[src/rtl/sdu_seq_ctrl.sv]
// Transmit-path sequencer: emits num_pulses bursts at a fixed PRI and places an rx capture gate in each PRI.
// Optional external-trigger gating of every PRI is compiled in with `define SDU_SEQ_TRIG_EN.
module sdu_seq_ctrl #(
    parameter int CW = 16
) (
    input  logic          clk,
    input  logic          reset,
    input  logic          start,
    input  logic          abort,
    input  logic [CW-1:0] seq_len,
    input  logic [CW-1:0] period,
    input  logic [CW-1:0] num_pulses,
    input  logic [CW-1:0] rx_delay,
    input  logic [CW-1:0] rx_len,
`ifdef SDU_SEQ_TRIG_EN
    input  logic          ext_trig,
`endif
    output logic          sdu_tx_en,
    output logic          sdu_seq_done_strobe,
    output logic          rx_gate,
    output logic          busy,
    output logic [CW-1:0] pulse_idx,
    output logic          done
);

    localparam logic [CW-1:0] ONE = CW'(1);

    typedef enum logic [1:0] {IDLE, RUN, WAIT_TRIG} state_t;

    state_t        state, state_n;
    logic [CW-1:0] cyc, cyc_e, idx_e;
    logic          enter, load, last_e, fin_e;

    logic [CW-1:0] seq_len_r, p_r, num_r, rxd_r;
    logic [CW:0]   rxe_r;
    logic [CW-1:0] seq_e, p_e, num_e, rxd_e, p_in;
    logic [CW:0]   rxe_e;

`ifdef SDU_SEQ_TRIG_EN
    logic trig_prev;
    logic trig_rise;
    assign trig_rise = ext_trig && !trig_prev;
`endif

    // Effective PRI: never shorter than the burst, never zero.
    always_comb begin
        p_in = period;
        if (seq_len > p_in)
            p_in = seq_len;
        if (p_in == '0)
            p_in = ONE;
    end

    // Outputs are registered from the cycle being entered, so they line up with cyc.
    always_comb begin
        state_n = state;
        cyc_e   = cyc;
        idx_e   = pulse_idx;
        enter   = 1'b0;
        load    = 1'b0;
        seq_e   = seq_len_r;
        p_e     = p_r;
        num_e   = num_r;
        rxd_e   = rxd_r;
        rxe_e   = rxe_r;
        case (state)
            IDLE: begin
                if (start && !abort) begin
                    load  = 1'b1;
                    seq_e = seq_len;
                    p_e   = p_in;
                    num_e = num_pulses;
                    rxd_e = rx_delay;
                    rxe_e = {1'b0, rx_delay} + {1'b0, rx_len};
                    cyc_e = '0;
                    idx_e = '0;
`ifdef SDU_SEQ_TRIG_EN
                    state_n = WAIT_TRIG;
`else
                    enter = 1'b1;
`endif
                end
            end
            RUN: begin
                if (abort) begin
                    state_n = IDLE;
                    cyc_e   = '0;
                end else if (cyc == p_r - ONE) begin
                    cyc_e = '0;
                    idx_e = pulse_idx + ONE;
`ifdef SDU_SEQ_TRIG_EN
                    state_n = WAIT_TRIG;
`else
                    enter = 1'b1;
`endif
                end else begin
                    cyc_e = cyc + ONE;
                    enter = 1'b1;
                end
            end
`ifdef SDU_SEQ_TRIG_EN
            WAIT_TRIG: begin
                if (abort) begin
                    state_n = IDLE;
                end else if (trig_rise) begin
                    cyc_e = '0;
                    enter = 1'b1;
                end
            end
`endif
            default: state_n = IDLE;
        endcase
        last_e = (cyc_e == p_e - ONE);
        fin_e  = enter && last_e && (num_e != '0) && (idx_e == num_e - ONE);
        if (enter)
            state_n = fin_e ? IDLE : RUN;
    end

    always_ff @(posedge clk) begin
        if (reset) begin
            state               <= IDLE;
            cyc                 <= '0;
            pulse_idx           <= '0;
            sdu_tx_en           <= 1'b0;
            sdu_seq_done_strobe <= 1'b0;
            rx_gate             <= 1'b0;
            busy                <= 1'b0;
            done                <= 1'b0;
`ifdef SDU_SEQ_TRIG_EN
            trig_prev           <= 1'b0;
`endif
        end else begin
            state               <= state_n;
            cyc                 <= cyc_e;
            pulse_idx           <= idx_e;
            sdu_tx_en           <= enter && (cyc_e < seq_e);
            sdu_seq_done_strobe <= enter && last_e;
            rx_gate             <= enter && (cyc_e >= rxd_e) && ({1'b0, cyc_e} < rxe_e);
            busy                <= (state_n != IDLE);
            done                <= fin_e;
`ifdef SDU_SEQ_TRIG_EN
            trig_prev           <= ext_trig;
`endif
        end
    end

    // Configuration snapshot taken only on an accepted start.
    always_ff @(posedge clk) begin
        if (load) begin
            seq_len_r <= seq_e;
            p_r       <= p_e;
            num_r     <= num_e;
            rxd_r     <= rxd_e;
            rxe_r     <= rxe_e;
        end
    end

endmodule

[config.mk]
export PLATFORM = sky130hd
export DESIGN_NAME = sdu_seq_ctrl
export DESIGN_NICKNAME = d
export VERILOG_FILES = /design/src/rtl/sdu_seq_ctrl.sv
export SDC_FILE = /design/constraint.sdc
export NUM_CORES = 1
export LEC_CHECK = 0
export BUFFER_PORTS_ARGS = -buffer_cell sky130_fd_sc_hd__buf_2
export CAP_MARGIN = 30
export CORE_MARGIN = 3
export CORE_UTILIZATION = 46
export CTS_CLUSTER_SIZE = 24
export DETAILED_ROUTE_END_ITERATION = 10
export SYNTH_ARGS = -nofsm -noshare
export SYNTH_HDL_FRONTEND = slang
export SYNTH_SLANG_ARGS = --single-unit
[constraint.sdc]
create_clock -name clk -period 7.5 [get_ports clk]
set_input_delay 0.375 -clock clk [delete_from_list [all_inputs] [get_ports clk]]
set_output_delay 0.375 -clock clk [all_outputs]
set_load 0.005 [all_outputs]
==> results.md <==
* Clock tree sinks at 120
* RR Endpoint: rx_gate
* Flops & latches, synth at 120
* Layout area overhead at 13.40%
* H-tree depth at 4
* Sequential cell area at 3213 um2
* Synth Cell Area at 10220 um2
* Peak supply drop at 128.9 uV
* Simple-Gate Fraction of Synth Area at 0.2641
* Num CTS Buffers at 17
* Met3 wire length at 1566 um
* R2R Path Start: p_r[4]
* RSZ-0062 raised after global routing: false
* Die footprint at 24050 um2
* Most frequent cells in the layout: 211 x nand2_1, 105 x buf_2, 89 x nor2_1
* Yosys cell types at 85
* Mux contribution to synthesized area at 0.03549
* Slew HR at 0.3823
* Sequential area share after synthesis at 0.3142
* Post-synthesis xor/xnor area fraction at 0.08615
* Max Root-Sink Buffers at 2
* Tcrit/Tclk final at 0.7613
* Setup WS pre-CTS at 1874 ps
* Worst-path fanout max at 14
* Synth Area in Compound Gates at 0.1426
* Port bufs at 104
* Placer Congestion at 0.9267
* Share of post-route cells with drive strength above 1 at 0.1277
* Global-route wire length before repair at 46320 um
* Crit path from: p_r[4]
* Clk_lat worst skew at 430 ps
* Mapped Nets at 1412
* Slew Viols, Final at 0
* Worst-margin pin slew at 900.8 ps
* Critical Path Sink Type: flip-flop
* Clock root buffer: clkbuf_16
* Area of the multi-input gates at 6482 um2
* Residual DRC at 0
* Fill cell count at 2056
* Grt ovf at 0
* Adder-cell share of the synthesized area at 0.1035
* Largest family of logic cells by synthesized area: simple AND/OR/NAND/NOR gates
* Ys flop type: edfxtp_1
* Chip height at 155.1 um
* Clock Skew at 10.42 ps
* Syn Inst Count at 1244
* IO Count at 105
* DR top layer: met4
* Power density over the cells at 164.7 nW/um2
* Pin count of the biggest net entering global routing at 83
* Leak at 0.005027 uW
* Cells on worst reg2reg path at 21
* Vias in the first global route at 8601
* Starting Density at 0.4774
* Critical Path End: rx_gate
* Worst EP arrival at 6060 ps
* Commonest non-fill, non-tap cell in the layout: nand2_1
* Layout Nets at 1494
* Min-Delay Path Class: input port to flip-flop
* WL/cell at 18.04 um
* TNS Setup at 0 ps
* Vias at 9188
* Post-layout min period at 5710 ps
* Post-CTS Hold Buffers at 0
* Fin. Hold Viols at 0
* Initial antenna violation count at 0
* Antenna-violating nets left at 0
* Post_cts resized at 0
* All-Layer GR Usage at 0.2420
* Mapped Avg Cell Area at 8.219 um2
* Std cell rows at 53
* Worst Slack Setup Final at 1790 ps
* Placed Cells at 1582
* CP Launch Type: flip-flop
* Clock transition at the registers of the reported paths at 60 ps
* Outcome: finished clean
* Crit path kind: flip-flop to flip-flop
* Ys async rst share at 0
* Vias per cell at 5.693
* First DRT Iteration DRCs at 762
* Fmax at 175.1 MHz
* Endpoints failing setup at 0
* WL met2 at 13300 um
* Min-delay src: num_pulses[3]
* R2r setup slk at 1790 ps
* Number of synthesized flops with an enable pin at 81
* Die X at 155.1 um
* Drt pass-1 iters at 5
* Antenna diodes at 0
* Max-capacitance violation count at 0
* Post-CTS setup buffers at 0
* Critical Path RT at 7850 ps
* Detailed placer's ending HPWL at 22340 um
* TritonCTS clock tree: built
* Final non-filler cell total at 1614
* Post-Route WL at 29110 um
* Synth warnings at 0
* Core region area at 21420 um2
* Hold slack final at 299.9 ps
* Metal-1 WL at 13550 um
==> per-stage QoR <==
stage / cell area [um2] / power, uW / util
finish: 11590 / 1910 / 0.5413
floorplan: 10220 / 944.8 / -
global route: 11590 / 1990 / 0.5413
global placement: 10960 / 1033 / 0.5118
CTS: 11590 / 1922 / 0.5413
detailed placement: 10970 / 1036 / 0.5121
==> Yosys cell counts (all sizes together) (21+ instances only) <==
cell type,count,area share
xnor2,69,0.059
xor2,29,0.025
mux2i,34,0.033
edfxtp,81,0.24
nand3,31,0.015
nor2,90,0.033
ha,83,0.10
o21ai,53,0.026
inv,87,0.032
and2,36,0.022
clkbuf,34,0.012
nor4,27,0.020
dfxtp,39,0.076
a21oi,44,0.022
nand2,211,0.077
nor3,48,0.023
nand4,21,0.013
==> worst min-delay path by stage <==
stage / slack [ps] / depth (start not counted) / endpoint
6_report: 300 / 3 / num_r[3]
5_1_grt: 300 / 3 / num_r[3]
4_1_cts: 280 / 3 / num_r[3]
3_5_place_dp: 520 / 2 / rxe_r[10]
3_3_place_gp: 520 / 2 / rxe_r[12]
2_1_floorplan: 510 / 2 / rxe_r[10]
==> power breakdown <==
part	switching (uW)	internal (uW)	leakage (uW)
registers	9.63	723	0.00106
clock network	327	559	0.000292
logic	175	116	0.00368
==> area by class of cell <==
| cell class | count | share of cell area |
|---|---|---|
| clock buffer | 18 | 0.03701 |
| multi-input combinational | 985 | 0.5591 |
| tap | 275 | 0.02968 |
| clock inverter | 14 | 0.01705 |
| inverter | 88 | 0.02892 |
| sequential | 120 | 0.2771 |
| timing repair buffer | 114 | 0.05115 |
==> critical path, stage by stage, from the launching register on <==
cell	delay [ps]
edfxtp_1	500
nor4_4	550
nand3_1	160
or3b_2	480
a311oi_1	520
o2111a_1	620
nor2_1	230
a22oi_1	330
inv_1	140
ha_1	320
a21o_1	170
a21o_1	170
a21o_1	170
a21o_1	170
a21oi_1	140
nor2b_1	50
o21ai_0	180
a31oi_1	110
a211o_1	270
a21oi_1	140
nor2_1	50
nor3_1	150
==> cell families after synthesis <==
family | Yosys count
AO/OA/AOI/OAI | 216
XOR/XNOR | 99
adder cells (fa/ha/maj) | 84
buffers and inverters | 139
flip-flops | 120
multiplexers | 36
other | 1
AND/OR/NAND/NOR | 549
==> per-layer routing <==
metal / vias up / global-route usage
met1: 4276 / 0.3422
met3: 34 / 0.04033
met2: 261 / 0.3788
met4: 0 / 0.07738
li1: 4617 / -
met5: - / 0
==> registers in the layout, indices dropped and copies added (netlist names) <==
signal	cells
busy	1
cyc	16
done	1
num_r	16
p_r	16
pulse_idx	16
rx_gate	1
rxd_r	16
rxe_r	17
sdu_seq_done_strobe	1
sdu_tx_en	1
seq_len_r	16
state	2
(Power assumes the default switching activity.)
